### config.mk
export PLATFORM = sky130hd
export DESIGN_NAME = riscv_multicycle_ctrl
export DESIGN_NICKNAME = d
export VERILOG_FILES = /design/src/rtl/riscv_ctrl_pkg.sv /design/src/rtl/branch_cond_unit.sv /design/src/rtl/riscv_multicycle_ctrl.sv
export SDC_FILE = /design/constraint.sdc
export NUM_CORES = 1
export LEC_CHECK = 0
export CAP_MARGIN = 5
export CORE_MARGIN = 2
export CORE_UTILIZATION = 30
export CTS_CLUSTER_SIZE = 30
export DETAILED_ROUTE_END_ITERATION = 16
export MAX_ROUTING_LAYER = met4
export PLACE_DENSITY_LB_ADDON = 0.15
export SYNTH_ARGS = -nofsm -noshare
export SYNTH_HDL_FRONTEND = slang
export SYNTH_SLANG_ARGS = --single-unit
### constraint.sdc
create_clock -name clk -period 6.7 [get_ports clk]
set_input_delay 2.01 -clock clk [delete_from_list [all_inputs] [get_ports clk]]
set_output_delay 2.01 -clock clk [all_outputs]
set_load 0.02 [all_outputs]
### src/rtl/riscv_ctrl_pkg.sv
// Shared encodings for the multi-cycle RV32I control FSM: opcodes, branch
// funct3 codes, datapath select values, state enum and the control bundle.
package riscv_ctrl_pkg;

  localparam logic [6:0] OP_LOAD   = 7'b0000011;
  localparam logic [6:0] OP_STORE  = 7'b0100011;
  localparam logic [6:0] OP_RTYPE  = 7'b0110011;
  localparam logic [6:0] OP_ITYPE  = 7'b0010011;
  localparam logic [6:0] OP_BRANCH = 7'b1100011;
  localparam logic [6:0] OP_JAL    = 7'b1101111;
  localparam logic [6:0] OP_JALR   = 7'b1100111;
  localparam logic [6:0] OP_LUI    = 7'b0110111;

  localparam logic [2:0] F3_BEQ = 3'b000;
  localparam logic [2:0] F3_BNE = 3'b001;
  localparam logic [2:0] F3_BLT = 3'b100;
  localparam logic [2:0] F3_BGE = 3'b101;

  localparam logic [1:0] SRCA_PC    = 2'b00;
  localparam logic [1:0] SRCA_OLDPC = 2'b01;
  localparam logic [1:0] SRCA_RS1   = 2'b10;

  localparam logic [1:0] SRCB_RS2  = 2'b00;
  localparam logic [1:0] SRCB_IMM  = 2'b01;
  localparam logic [1:0] SRCB_FOUR = 2'b10;

  localparam logic [1:0] ALU_ADD   = 2'b00;
  localparam logic [1:0] ALU_SUB   = 2'b01;
  localparam logic [1:0] ALU_FUNCT = 2'b10;

  localparam logic [2:0] IMM_I = 3'b000;
  localparam logic [2:0] IMM_S = 3'b001;
  localparam logic [2:0] IMM_B = 3'b010;
  localparam logic [2:0] IMM_U = 3'b011;
  localparam logic [2:0] IMM_J = 3'b100;

  localparam logic [1:0] RES_ALUOUT = 2'b00;
  localparam logic [1:0] RES_DATA   = 2'b01;
  localparam logic [1:0] RES_ALU    = 2'b10;
  localparam logic [1:0] RES_IMM    = 2'b11;

  typedef enum logic [3:0] {
    S_FETCH     = 4'd0,
    S_DECODE    = 4'd1,
    S_MEM_ADR   = 4'd2,
    S_MEM_READ  = 4'd3,
    S_MEM_WB    = 4'd4,
    S_MEM_WRITE = 4'd5,
    S_EXEC_R    = 4'd6,
    S_EXEC_I    = 4'd7,
    S_ALU_WB    = 4'd8,
    S_BRANCH    = 4'd9,
    S_JAL       = 4'd10,
    S_JALR      = 4'd11,
    S_JALR_PC   = 4'd12,
    S_LUI       = 4'd13,
    S_HALT      = 4'd14
  } state_e;

  typedef struct packed {
    logic       mem_req;
    logic       mem_write;
    logic       adr_src;
    logic       ir_write;
    logic       pc_write;
    logic       reg_write;
    logic [1:0] alu_src_a;
    logic [1:0] alu_src_b;
    logic [1:0] alu_op;
    logic [2:0] imm_src;
    logic [1:0] result_src;
    logic       instr_done;
    logic       illegal;
  } ctrl_t;

  localparam ctrl_t CTRL_NONE = ctrl_t'({$bits(ctrl_t){1'b0}});

endpackage

### src/rtl/branch_cond_unit.sv
// Branch resolution from ALU flags of rs1-rs2; flags unsupported funct3 codes.
module branch_cond_unit
  import riscv_ctrl_pkg::*;
(
  input  logic [2:0] funct3,
  input  logic       zero,
  input  logic       neg,
  output logic       taken,
  output logic       bad_funct3
);

  // Decode the branch condition for the supported compare types
  always_comb begin
    taken      = 1'b0;
    bad_funct3 = 1'b0;
    case (funct3)
      F3_BEQ:  taken = zero;
      F3_BNE:  taken = ~zero;
      F3_BLT:  taken = neg;
      F3_BGE:  taken = ~neg;
      default: bad_funct3 = 1'b1;
    endcase
  end

endmodule

### src/rtl/riscv_multicycle_ctrl.sv
// Multi-cycle RV32I control FSM: sequences one instruction over a shared ALU
// and unified memory, resolves branches, traps illegal opcodes, counts retires.
module riscv_multicycle_ctrl
  import riscv_ctrl_pkg::*;
#(
  parameter bit MEM_HANDSHAKE   = 1'b1,
  parameter bit TRAP_ON_ILLEGAL = 1'b1,
  parameter int CNT_W           = 32
) (
  input  logic             clk,
  input  logic             rst,
  input  logic [6:0]       opcode,
  input  logic [2:0]       funct3,
  input  logic             zero,
  input  logic             neg,
  input  logic             mem_ready,
  output logic             mem_req,
  output logic             mem_write,
  output logic             adr_src,
  output logic             ir_write,
  output logic             pc_write,
  output logic             reg_write,
  output logic [1:0]       alu_src_a,
  output logic [1:0]       alu_src_b,
  output logic [1:0]       alu_op,
  output logic [2:0]       imm_src,
  output logic [1:0]       result_src,
  output logic             instr_done,
  output logic             illegal,
  output logic [CNT_W-1:0] instret
);

  state_e           state_r;
  state_e           next_s;
  ctrl_t            ctl_s;
  ctrl_t            ctl_o;
  logic             rdy_s;
  logic             taken_s;
  logic             bad_f3_s;
  logic [CNT_W-1:0] instret_r;

  assign rdy_s = MEM_HANDSHAKE ? mem_ready : 1'b1;

  branch_cond_unit u_branch (
    .funct3     (funct3),
    .zero       (zero),
    .neg        (neg),
    .taken      (taken_s),
    .bad_funct3 (bad_f3_s)
  );

  // Next state and Moore decode of the current state (mem_ready/flag qualified strobes)
  always_comb begin
    next_s = state_r;
    ctl_s  = CTRL_NONE;
    case (state_r)
      S_FETCH: begin
        ctl_s.mem_req    = 1'b1;
        ctl_s.alu_src_a  = SRCA_PC;
        ctl_s.alu_src_b  = SRCB_FOUR;
        ctl_s.alu_op     = ALU_ADD;
        ctl_s.result_src = RES_ALU;
        ctl_s.ir_write   = rdy_s;
        ctl_s.pc_write   = rdy_s;
        if (rdy_s) next_s = S_DECODE;
        else       next_s = S_FETCH;
      end
      S_DECODE: begin
        ctl_s.alu_src_a = SRCA_OLDPC;
        ctl_s.alu_src_b = SRCB_IMM;
        ctl_s.imm_src   = IMM_B;
        case (opcode)
          OP_LOAD, OP_STORE: next_s = S_MEM_ADR;
          OP_RTYPE:          next_s = S_EXEC_R;
          OP_ITYPE:          next_s = S_EXEC_I;
          OP_BRANCH:         next_s = S_BRANCH;
          OP_JAL:            next_s = S_JAL;
          OP_JALR:           next_s = S_JALR;
          OP_LUI:            next_s = S_LUI;
          default: begin
            if (TRAP_ON_ILLEGAL) begin
              next_s = S_HALT;
            end else begin
              ctl_s.illegal    = 1'b1;
              ctl_s.instr_done = 1'b1;
              next_s           = S_FETCH;
            end
          end
        endcase
      end
      S_MEM_ADR: begin
        ctl_s.alu_src_a = SRCA_RS1;
        ctl_s.alu_src_b = SRCB_IMM;
        ctl_s.alu_op    = ALU_ADD;
        if (opcode == OP_STORE) begin
          ctl_s.imm_src = IMM_S;
          next_s        = S_MEM_WRITE;
        end else begin
          ctl_s.imm_src = IMM_I;
          next_s        = S_MEM_READ;
        end
      end
      S_MEM_READ: begin
        ctl_s.mem_req = 1'b1;
        ctl_s.adr_src = 1'b1;
        if (rdy_s) next_s = S_MEM_WB;
        else       next_s = S_MEM_READ;
      end
      S_MEM_WB: begin
        ctl_s.result_src = RES_DATA;
        ctl_s.reg_write  = 1'b1;
        ctl_s.instr_done = 1'b1;
        next_s           = S_FETCH;
      end
      S_MEM_WRITE: begin
        ctl_s.mem_req    = 1'b1;
        ctl_s.mem_write  = 1'b1;
        ctl_s.adr_src    = 1'b1;
        ctl_s.imm_src    = IMM_S;
        ctl_s.instr_done = rdy_s;
        if (rdy_s) next_s = S_FETCH;
        else       next_s = S_MEM_WRITE;
      end
      S_EXEC_R: begin
        ctl_s.alu_src_a = SRCA_RS1;
        ctl_s.alu_src_b = SRCB_RS2;
        ctl_s.alu_op    = ALU_FUNCT;
        next_s          = S_ALU_WB;
      end
      S_EXEC_I: begin
        ctl_s.alu_src_a = SRCA_RS1;
        ctl_s.alu_src_b = SRCB_IMM;
        ctl_s.alu_op    = ALU_FUNCT;
        ctl_s.imm_src   = IMM_I;
        next_s          = S_ALU_WB;
      end
      S_ALU_WB: begin
        ctl_s.result_src = RES_ALUOUT;
        ctl_s.reg_write  = 1'b1;
        ctl_s.instr_done = 1'b1;
        next_s           = S_FETCH;
      end
      S_BRANCH: begin
        ctl_s.alu_src_a  = SRCA_RS1;
        ctl_s.alu_src_b  = SRCB_RS2;
        ctl_s.alu_op     = ALU_SUB;
        ctl_s.result_src = RES_ALUOUT;
        ctl_s.imm_src    = IMM_B;
        if (bad_f3_s) begin
          if (TRAP_ON_ILLEGAL) begin
            next_s = S_HALT;
          end else begin
            ctl_s.illegal    = 1'b1;
            ctl_s.instr_done = 1'b1;
            next_s           = S_FETCH;
          end
        end else begin
          ctl_s.pc_write   = taken_s;
          ctl_s.instr_done = 1'b1;
          next_s           = S_FETCH;
        end
      end
      S_JAL: begin
        ctl_s.alu_src_a  = SRCA_OLDPC;
        ctl_s.alu_src_b  = SRCB_FOUR;
        ctl_s.result_src = RES_ALUOUT;
        ctl_s.imm_src    = IMM_J;
        ctl_s.pc_write   = 1'b1;
        next_s           = S_ALU_WB;
      end
      S_JALR: begin
        ctl_s.alu_src_a = SRCA_RS1;
        ctl_s.alu_src_b = SRCB_IMM;
        ctl_s.imm_src   = IMM_I;
        next_s          = S_JALR_PC;
      end
      S_JALR_PC: begin
        ctl_s.alu_src_a  = SRCA_OLDPC;
        ctl_s.alu_src_b  = SRCB_FOUR;
        ctl_s.result_src = RES_ALUOUT;
        ctl_s.pc_write   = 1'b1;
        next_s           = S_ALU_WB;
      end
      S_LUI: begin
        ctl_s.result_src = RES_IMM;
        ctl_s.imm_src    = IMM_U;
        ctl_s.reg_write  = 1'b1;
        ctl_s.instr_done = 1'b1;
        next_s           = S_FETCH;
      end
      S_HALT: begin
        ctl_s.illegal = 1'b1;
        next_s        = S_HALT;
      end
      default: begin
        next_s = S_FETCH;
      end
    endcase
  end

  // Reset overrides the decode so nothing leaks out while rst is held
  always_comb begin
    if (rst) ctl_o = CTRL_NONE;
    else     ctl_o = ctl_s;
  end

  // State register
  always_ff @(posedge clk or posedge rst) begin
    if (rst) state_r <= S_FETCH;
    else     state_r <= next_s;
  end

  // Retired-instruction counter, wraps naturally at 2^CNT_W
  always_ff @(posedge clk or posedge rst) begin
    if (rst)                   instret_r <= {CNT_W{1'b0}};
    else if (ctl_o.instr_done) instret_r <= instret_r + {{(CNT_W-1){1'b0}}, 1'b1};
    else                       instret_r <= instret_r;
  end

  assign mem_req    = ctl_o.mem_req;
  assign mem_write  = ctl_o.mem_write;
  assign adr_src    = ctl_o.adr_src;
  assign ir_write   = ctl_o.ir_write;
  assign pc_write   = ctl_o.pc_write;
  assign reg_write  = ctl_o.reg_write;
  assign alu_src_a  = ctl_o.alu_src_a;
  assign alu_src_b  = ctl_o.alu_src_b;
  assign alu_op     = ctl_o.alu_op;
  assign imm_src    = ctl_o.imm_src;
  assign result_src = ctl_o.result_src;
  assign instr_done = ctl_o.instr_done;
  assign illegal    = ctl_o.illegal;
  assign instret    = instret_r;

endmodule
Word level (Yosys, flattened, before mapping)
Cells that the tools add are included.

Output and inout bits: 51. Input port bits: 15. Flip-flop bits (word level): 36. Word-level logic and storage cells: 67.

Reductions and logical operators: 13. Muxes and demuxes: 24. Bitwise logic cells: 2. Equal/unequal tests: 25. $add $sub $neg: 1.

Operators by type and width (count): 4-bit one-hot mux with 9 select lines (1); 32-bit by 1-bit adder with 32-bit output (second input constant) (1); 4-bit == test (second input constant) (7); 4-bit one-hot mux with 7 select lines (1); 7-bit by 6-bit == test with 1-bit output (second input constant) (3); 7-bit == test (second input constant) (3); 4-bit one-hot mux with 5 select lines (1); 19-bit 2-to-1 mux (1); 4-bit by 3-bit == test with 1-bit output (second input constant) (4); 3-bit one-hot mux with 5 select lines (1); 2-bit OR reduction (6); 1-bit 2-to-1 mux (10); 3-bit 2-to-1 mux (3); 3-bit OR reduction (3); 4-bit by 2-bit == test with 1-bit output (second input constant) (2); 4-bit OR reduction (2); 7-bit by 2-bit == test with 1-bit output (second input constant) (1); 7-bit by 5-bit == test with 1-bit output (second input constant) (1); 3-bit == test (second input constant) (2); 1-bit one-hot mux with 3 select lines (2); 2-bit one-hot mux with 3 select lines (1); 4-bit by 1-bit == test with 1-bit output (second input constant) (1); 4-bit logical NOT (1); 4-bit 2-to-1 mux (1); other kinds (5) (6).

Longest topological paths before layout
Gate-level depths: netlist of the first run.

Depth in word-level cells: 5. Mapped depth: 7.

By module
Synthesis of the first run repeated with hierarchy kept, for this count alone.

Cell total of the unflattened synthesis: 243. Area total of the unflattened synthesis: 2242.2 µm².

Modules (own cells, without submodules): riscv_multicycle_ctrl (area an instance 2205.9 µm², cells an instance 238, seq. area each 900.9 µm², times used 1); branch_cond_unit (area an instance 36.3 µm², cells an instance 5, seq. area each 0.0 µm², times used 1).

Worst setup path before layout of the first run
Ideal clock, no wire load.

Kind: input-to-output. Start point: input rst. End point: output alu_src_a[1]. Data arrival time: 3298 ps. Buffers on the path: 1. Required time: 4690 ps. Slack: 1392 ps. Stages on the path: 3. Cell sequence: buf_2 > inv_1 > and2_1.

Cells in the longest elaborated chain, start to end: 1.

RTL lines: start, declared (RTL line riscv_multicycle_ctrl.sv:11) `input logic rst,`; 19-bit 2-to-1 mux (RTL line riscv_multicycle_ctrl.sv:203) `if (rst) ctl_o = CTRL_NONE;`; end, declared (RTL line riscv_multicycle_ctrl.sv:23) `output logic [1:0] alu_src_a,`.

Every way passes these cells.

Worst setup path in the final report of the first run
Start point: input rst. End point: output instr_done.

Cells in the longest elaborated chain, start to end: 1.

RTL lines: 19-bit 2-to-1 mux (RTL line riscv_multicycle_ctrl.sv:203); end, declared (RTL line riscv_multicycle_ctrl.sv:28) `output logic instr_done,`.

Every way passes these cells.

==> metrics.md, run 1 <==
| Metric | Value |
|---|---|
| Via count | `1898` |
| CTS root buffer | `clkbuf_8` |
| Initial antenna violation count | `0` |
| Psw | `0.000335 W` |
| Synth top area cells | `dfrtp_1 (40%), xnor2_1 (11%), nand3_2 (4.5%)` |
| Util after Layout | `43.2%` |
| FMAX | `163 MHz` |
| Comb pwr share | `38.5%` |
| Ys Warns | `0` |
| Period utilisation layout | `91.4%` |
| Number of global-route vias before repair | `1891` |
| Final nets | `309` |
| Clock Sinks | `36` |
| Post-synth EDFFs | `0` |
| Final Setup Violations | `0` |
| Yosys top cell area share | `40.4%` |
| PwrDens | `297 nW/µm²` |
| Critical Path RT | `4690 ps` |
| Hold buffers post-CTS | `0` |
| Initial DRC count | `61` |
| Netlist cell types | `46` |
| Pint | `0.000590 W` |
| Die ar. | `8130 µm²` |
| GRT met1 Usage | `19.6%` |
| Initial Util | `30.9%` |
| Final HPWL from detailed placement | `3840 µm` |
| Min-Delay Path Class | `reg2reg` |
| H-tree depth | `2` |
| Most Crowded Layer GR | `met2` |
| Most frequent CP cell | `clkdlybuf4s50_1` |
| Clock Skews | `5.56 ps` |
| Post-cts sizing count | `0` |
| Final Wtd Congestion | `0.823` |
| RSZ-0062 raised after global routing | `false` |
| Max Cap Viol | `0` |
| Antenna diodes | `0` |
| Worst-Skew Late Latency | `290 ps` |
| Seq pwr share | `32.8%` |
| Syn Std Cell Area | `2230 µm²` |
| Pin count of the biggest net entering global routing | `37` |
| Startpoint types | `primary input` |
| CTS clk-pin slew, worst paths | `70 ps` |
| Setup Crit Path Kind | `in2out` |
| Area leader, netlist | `dfrtp_1` |
| First-pass GRT wire length | `9290 µm` |
| GRT overflow | `0` |
| Pins Over Slew Limit | `0` |
| Pleak | `1.27 nW` |
| Met3 Resource Use GR | `3.77%` |
| Residual DRC | `0` |
| First drt pass iteration count | `4` |
| IO Count | `66` |
| Worst vdd ir | `0.120 mV` |
| Min-Delay Path Depth | `1` |
| Async SR Flop Fraction | `100%` |
| Worst-Margin Slew | `613 ps` |
| Die Y | `90.2 µm` |
| Routed length per instance | `13.6 µm` |
| Syn Inst Count | `229` |
| Clock power share | `28.6%` |
| Prevailing post-synth register cell | `dfrtp_1` |
| Status | `completed` |
| Share of cells above drive strength 1 | `10.2%` |
| Minimum clock period | `6130 ps` |
| CTS tree | `done` |
| Yosys reg bits | `36` |
| WL final | `5350 µm` |
| CP max FO | `12` |
| Worst slew margin | `59.1%` |
| DR vias/cell | `4.83` |
| Core outline area | `7210 µm²` |
| CP arrival | `4120 ps` |
| Met2 GRT Util | `20.4%` |
| Setup TNS Final | `0 ps` |
| Sequential area share after synthesis | `40.4%` |
| Post-CTS Setup Bufs | `0` |
| Critical-path cell list | `clkdlybuf4s50_1 > buf_4 > or2_2 > a2bb2oi_1 > nand2_1 > clkdlybuf4s50_1` |
| Cell with the most instances after synthesis | `dfrtp_1` |
| Final Hold Fails | `0` |
| Syn Nets | `245` |
| Rows | `31` |
| Gr usage total | `14.1%` |
| Width of the die | `90.2 µm` |
| Critical Path Max Stage Delay | `580 ps` |
| Sw frac | `36.2%` |
| Syn_area_per_cell | `9.73 µm²` |
| Post-synth top cells | `dfrtp_1 (36), xnor2_1 (28), nand2_1 (19)` |
| Number of CTS-inserted buffers | `5` |
| P&R area growth vs syn | `39.9%` |
| Worst Reg-to-Reg Cells | `5` |
| Final antenna-violating net count | `0` |
| Crit end category | `primary output` |
| Fill count | `736` |
| IO buf count | `65` |
| Max Buffers Root-to-Sink | `2` |
| Critical path's slowest cell | `clkdlybuf4s50_1` |
| WHS | `474 ps` |
-- metal layers --
metal,share of wire [%],vias up
li1,-,945
met1,50,898
met2,44,49
met3,5.0,6
met4,1.2,0
met5,0,-
-- cell families (layout without fill, tap and decap cells) --
logic type               after synthesis  after routing  synth area share (%)
multiplexers                           5              5                  2.30
flip-flops                            36             36                  40.4
AO/OA/AOI/OAI                         37             37                  12.0
adder cells (fa/ha/maj)                1              1                 0.561
AND/OR/NAND/NOR                       99             99                  27.2
buffers and inverters                 17             82                  3.87
XOR/XNOR                              34             34                  13.7
-- critical path, delay by kind of cell --
family          cells  cell delay (ps)
buf+inv             3             1220
simple gates        2              360
compound gates      1              520
-- final cells by class --
| cell class | instances | area [µm²] | area share [%] |
|---|---|---|---|
| timing repair buffer | 67 | 666 | 21.4 |
| sequential | 36 | 901 | 28.9 |
| tap | 99 | 124 | 3.97 |
| multi-input combinational | 176 | 1240 | 39.8 |
| clock inverter | 3 | 90.1 | 2.89 |
| inverter | 7 | 26.3 | 0.843 |
| clock buffer | 5 | 68.8 | 2.21 |
-- stage by stage --
step	setup WS [ps]	total power [W]	area [µm²]	instances
after floorplan	1390	0.000538	2230	229
after global placement	597	0.000666	2960	385
after detailed placement	555	0.000665	2960	385
after CTS	546	0.000935	3120	393
after global routing	353	0.000985	3120	393
final	575	0.000925	3120	393
-- registers in the layout (all words and copies together), names as in the netlist --
register	count
instret	32
state_r	4
-- cell usage in the layout (no fill, tap or decap), types with 3 or more instances in the layout --
master	netlist	routed
nor2_1	11	11
bufinv_16	0	3
nand4_1	11	11
xnor2_1	28	28
mux2i_1	4	4
and4_1	3	3
inv_1	7	7
and2_1	5	5
dfrtp_1	36	36
o21ai_0	4	4
nand3_1	8	8
xor2_1	5	5
nand3_2	10	10
nand2_1	19	19
a21oi_1	17	17
and3_1	8	8
nand2b_1	3	3
clkbuf_8	0	5
nor3_1	8	8
clkdlybuf4s50_1	0	65
-- path summary, 6_finish.rpt --
| kind | to | start | slack [ps] |
|---|---|---|---|
| setup / recovery | instr_done | rst | 570 |
| hold / removal | instret[31] | instret[31] | 470 |
| setup reg to reg | instret[30] | state_r[1] | 4330 |
| hold reg to reg | instret[31] | instret[31] | 470 |
| max in group asynchronous | instret[5] | rst | 4030 |
| min in group asynchronous | instret[12] | rst | 2350 |
-- power by group through the flow --
stage / Clock, W / Combinational (W) / Sequential (W)
2_1_floorplan: 0 / 0.000257 / 0.000282
3_3_place_gp: 0 / 0.000358 / 0.000308
3_5_place_dp: 0 / 0.000358 / 0.000307
4_1_cts: 0.000271 / 0.000360 / 0.000303
5_1_grt: 0.000282 / 0.000390 / 0.000313
6_report: 0.000265 / 0.000357 / 0.000304
Power figures use the tool's default switching activity.
==> run 2: changes to the inputs <==
Settings changed: CAP_MARGIN 5 to 20, SYNTH_HIERARCHICAL set to 1.
==> run 2 against run 1 <==
  * Maximum frequency up 1.1%
  * Area after synthesis up 0.62%
  * Combinational power about the same
  * Clock-buffer cell count up 3
  * Critical path depth up 2
  * Cell count up 3.1%
  * Clock power down 40%
  * Clock skew about the same
  * Utilization down 0.90 points
  * Highest routed layer unchanged
==> metrics.md, run 2 <==
| Metric | Value |
|---|---|
| Final antenna-violating net count | `0` |
| Critical-path cell list | `clkdlybuf4s50_1 > and2b_1 > mux2_2 > nand2_1 > o32ai_1 > nand3b_1 > a21oi_1 > clkdlybuf4s50_1` |
| Critical Path Max Stage Delay | `610 ps` |
| Pins Over Slew Limit | `0` |
| Worst reg-to-reg setup slack | `4140 ps` |
| IO Count | `66` |
| Minimum clock period | `6060 ps` |
| Status | `completed` |
| First-pass GRT wire length | `9650 µm` |
| CTS root buffer | `clkbuf_8` |
| DR vias/cell | `4.96` |
| Crit Reg-Reg Endpoint | `instret[21]` |
| Initial DRC count | `141` |
| Routed length per instance | `14.1 µm` |
| Die Y | `90.5 µm` |
| Post-synth EDFFs | `0` |
| Worst Reg-to-Reg Cells | `5` |
| Post-synth top cells | `dfrtp_1 (36), xnor2_1 (29), nand2_1 (22)` |
| Prevailing post-synth register cell | `dfrtp_1` |
| Worst slew margin | `48.1%` |
| Ys Warns | `6` |
| Post-CTS Setup Bufs | `0` |
| Final HPWL from detailed placement | `3990 µm` |
| Rows | `31` |
| Max Buffers Root-to-Sink | `2` |
| P&R area growth vs syn | `36.8%` |
| IO buf count | `65` |
| Commonest non-fill, non-tap cell in the layout | `clkdlybuf4s50_1` |
| Max reg flops | `32` |
| Syn Nets | `259` |
| Final Wtd Congestion | `0.771` |
| Buf/Inv on CP | `2` |
| Most frequent CP cell | `clkdlybuf4s50_1` |
| CTS clk-pin slew, worst paths | `70 ps` |
| Initial Util | `30.9%` |
| Cell with the most instances after synthesis | `dfrtp_1` |
| Hold buffers post-CTS | `0` |
| Crit end category | `primary output` |
| Async SR Flop Fraction | `100%` |
| Startpoint types | `primary input` |
| FMAX | `165 MHz` |
| Period utilisation layout | `90.4%` |
| Hold path start | `instret[31]` |
| Final Setup Violations | `0` |
| Post-route cell area | `3070 µm²` |
| Worst-Skew Late Latency | `280 ps` |
| H-tree depth | `2` |
| Placed insts | `397` |
| Clock Skews | `5.51 ps` |
| Sequential area share after synthesis | `40.2%` |
| PwrDens | `274 nW/µm²` |
| CP Capture Point | `pc_write` |
| Area leader, netlist | `dfrtp_1` |
| Placed inst area | `2980 µm²` |
| Crit path max-delay family | `buffers and inverters` |
| Clock Sinks | `36` |
| WHS | `480 ps` |
| Initial antenna violation count | `0` |
| Number of cells on the critical path | `8` |
| Pin count of the biggest net entering global routing | `38` |
| Core outline area | `7250 µm²` |
| Critical path's slowest cell | `clkdlybuf4s50_1` |
| PnR Total Power | `0.000840 W` |
| Pleak | `1.22 nW` |
| Worst-Margin Slew | `778 ps` |
| First drt pass iteration count | `4` |
| Setup Crit Path Kind | `in2out` |
| RSZ-0062 raised after global routing | `false` |
| Share of cells above drive strength 1 | `5.88%` |
| Fill count | `749` |
| Width of the die | `90.5 µm` |
| WL final | `5700 µm` |
| Post-Layout Cell Count | `405` |
| Yosys reg bits | `36` |
| Final nets | `321` |
| Max Cap Viol | `0` |
| Register Area | `901 µm²` |
| Netlist cell types | `50` |
| CP arrival | `4050 ps` |
| Die ar. | `8180 µm²` |
| Worst vdd ir | `0.115 mV` |
| Via count | `2009` |
| CP max FO | `7` |
| Syn Inst Count | `243` |
| GRT overflow | `0` |
| Setup TNS Final | `0 ps` |
| Most frequent cells in the layout | `clkdlybuf4s50_1 (65), dfrtp_1 (36), xnor2_1 (29), nand2_1 (22), nand3_1 (15)` |
| Syn Std Cell Area | `2240 µm²` |
| Antenna diodes | `0` |
| CTS tree | `done` |
| Residual DRC | `0` |
| Multi-input gate area | `1260 µm²` |
| Worst r2r src | `state_r[3]` |
| Post-cts sizing count | `0` |
| Beginning of the critical path | `funct3[1]` |
| Final Hold Fails | `0` |
| Number of CTS-inserted buffers | `5` |
| Syn_area_per_cell | `9.23 µm²` |
| Synth top area cells | `dfrtp_1 (40%), xnor2_1 (11%), nand4_1 (3.9%)` |
| Yosys top cell area share | `40.2%` |
| Number of global-route vias before repair | `1975` |
| Gr usage total | `14.7%` |
| Min-Delay Path Class | `reg2reg` |
| Critical Path RT | `4690 ps` |
run 2: how the worst min path moves through the flow:
stage / cells past startpoint / slack, ps / endpoint
floorplan: 1 / 580 / instret[31]
global placement: 1 / 470 / instret[31]
detailed placement: 1 / 470 / instret[31]
finish: 1 / 480 / instret[31]
CTS: 1 / 480 / instret[31]
global route: 1 / 500 / instret[31]
run 2: cells by family after synthesis:
| kind of cell | synth area share, % |
|---|---|
| AND/OR/NAND/NOR | 28.6 |
| AO/OA/AOI/OAI | 12.1 |
| flip-flops | 40.2 |
| XOR/XNOR | 13.3 |
| buffers and inverters | 3.40 |
| multiplexers | 1.90 |
| adder cells (fa/ha/maj) | 0.558 |
run 2: layout make-up:
cell class	count	share of cell area (%)
Clock buffer	8	2.94
Inverter	4	0.489
Multi-Input combinational cell	190	41.2
Sequential cell	36	29.4
Tap cell	99	4.04
Timing Repair Buffer	68	21.9
run 2: power by group:
part | internal (W) | switching (W) | leakage, nW | total [W]
logic | 0.000172 | 0.000183 | 0.682 | 0.000355
clock network | 0.0000839 | 0.0000757 | 0.0455 | 0.000160
registers | 0.000240 | 0.0000850 | 0.492 | 0.000325
total | 0.000496 | 0.000343 | 1.22 | 0.000840
run 2: per-stage QoR:
step,utilization (%),setup WS [ps]
after floorplan,-,947
after global placement,41.1,677
after detailed placement,41.1,629
after CTS,42.3,621
after global routing,42.3,474
final,42.3,641
run 2: routing by layer:
layer / vias to the layer above / GRT usage, % / routed length [µm]
met5: - / - / 0
met4: 0 / 2.69 / 21
met3: 2 / 3.51 / 209
met2: 41 / 22.8 / 2650
met1: 965 / 19.8 / 2820
li1: 1001 / - / -
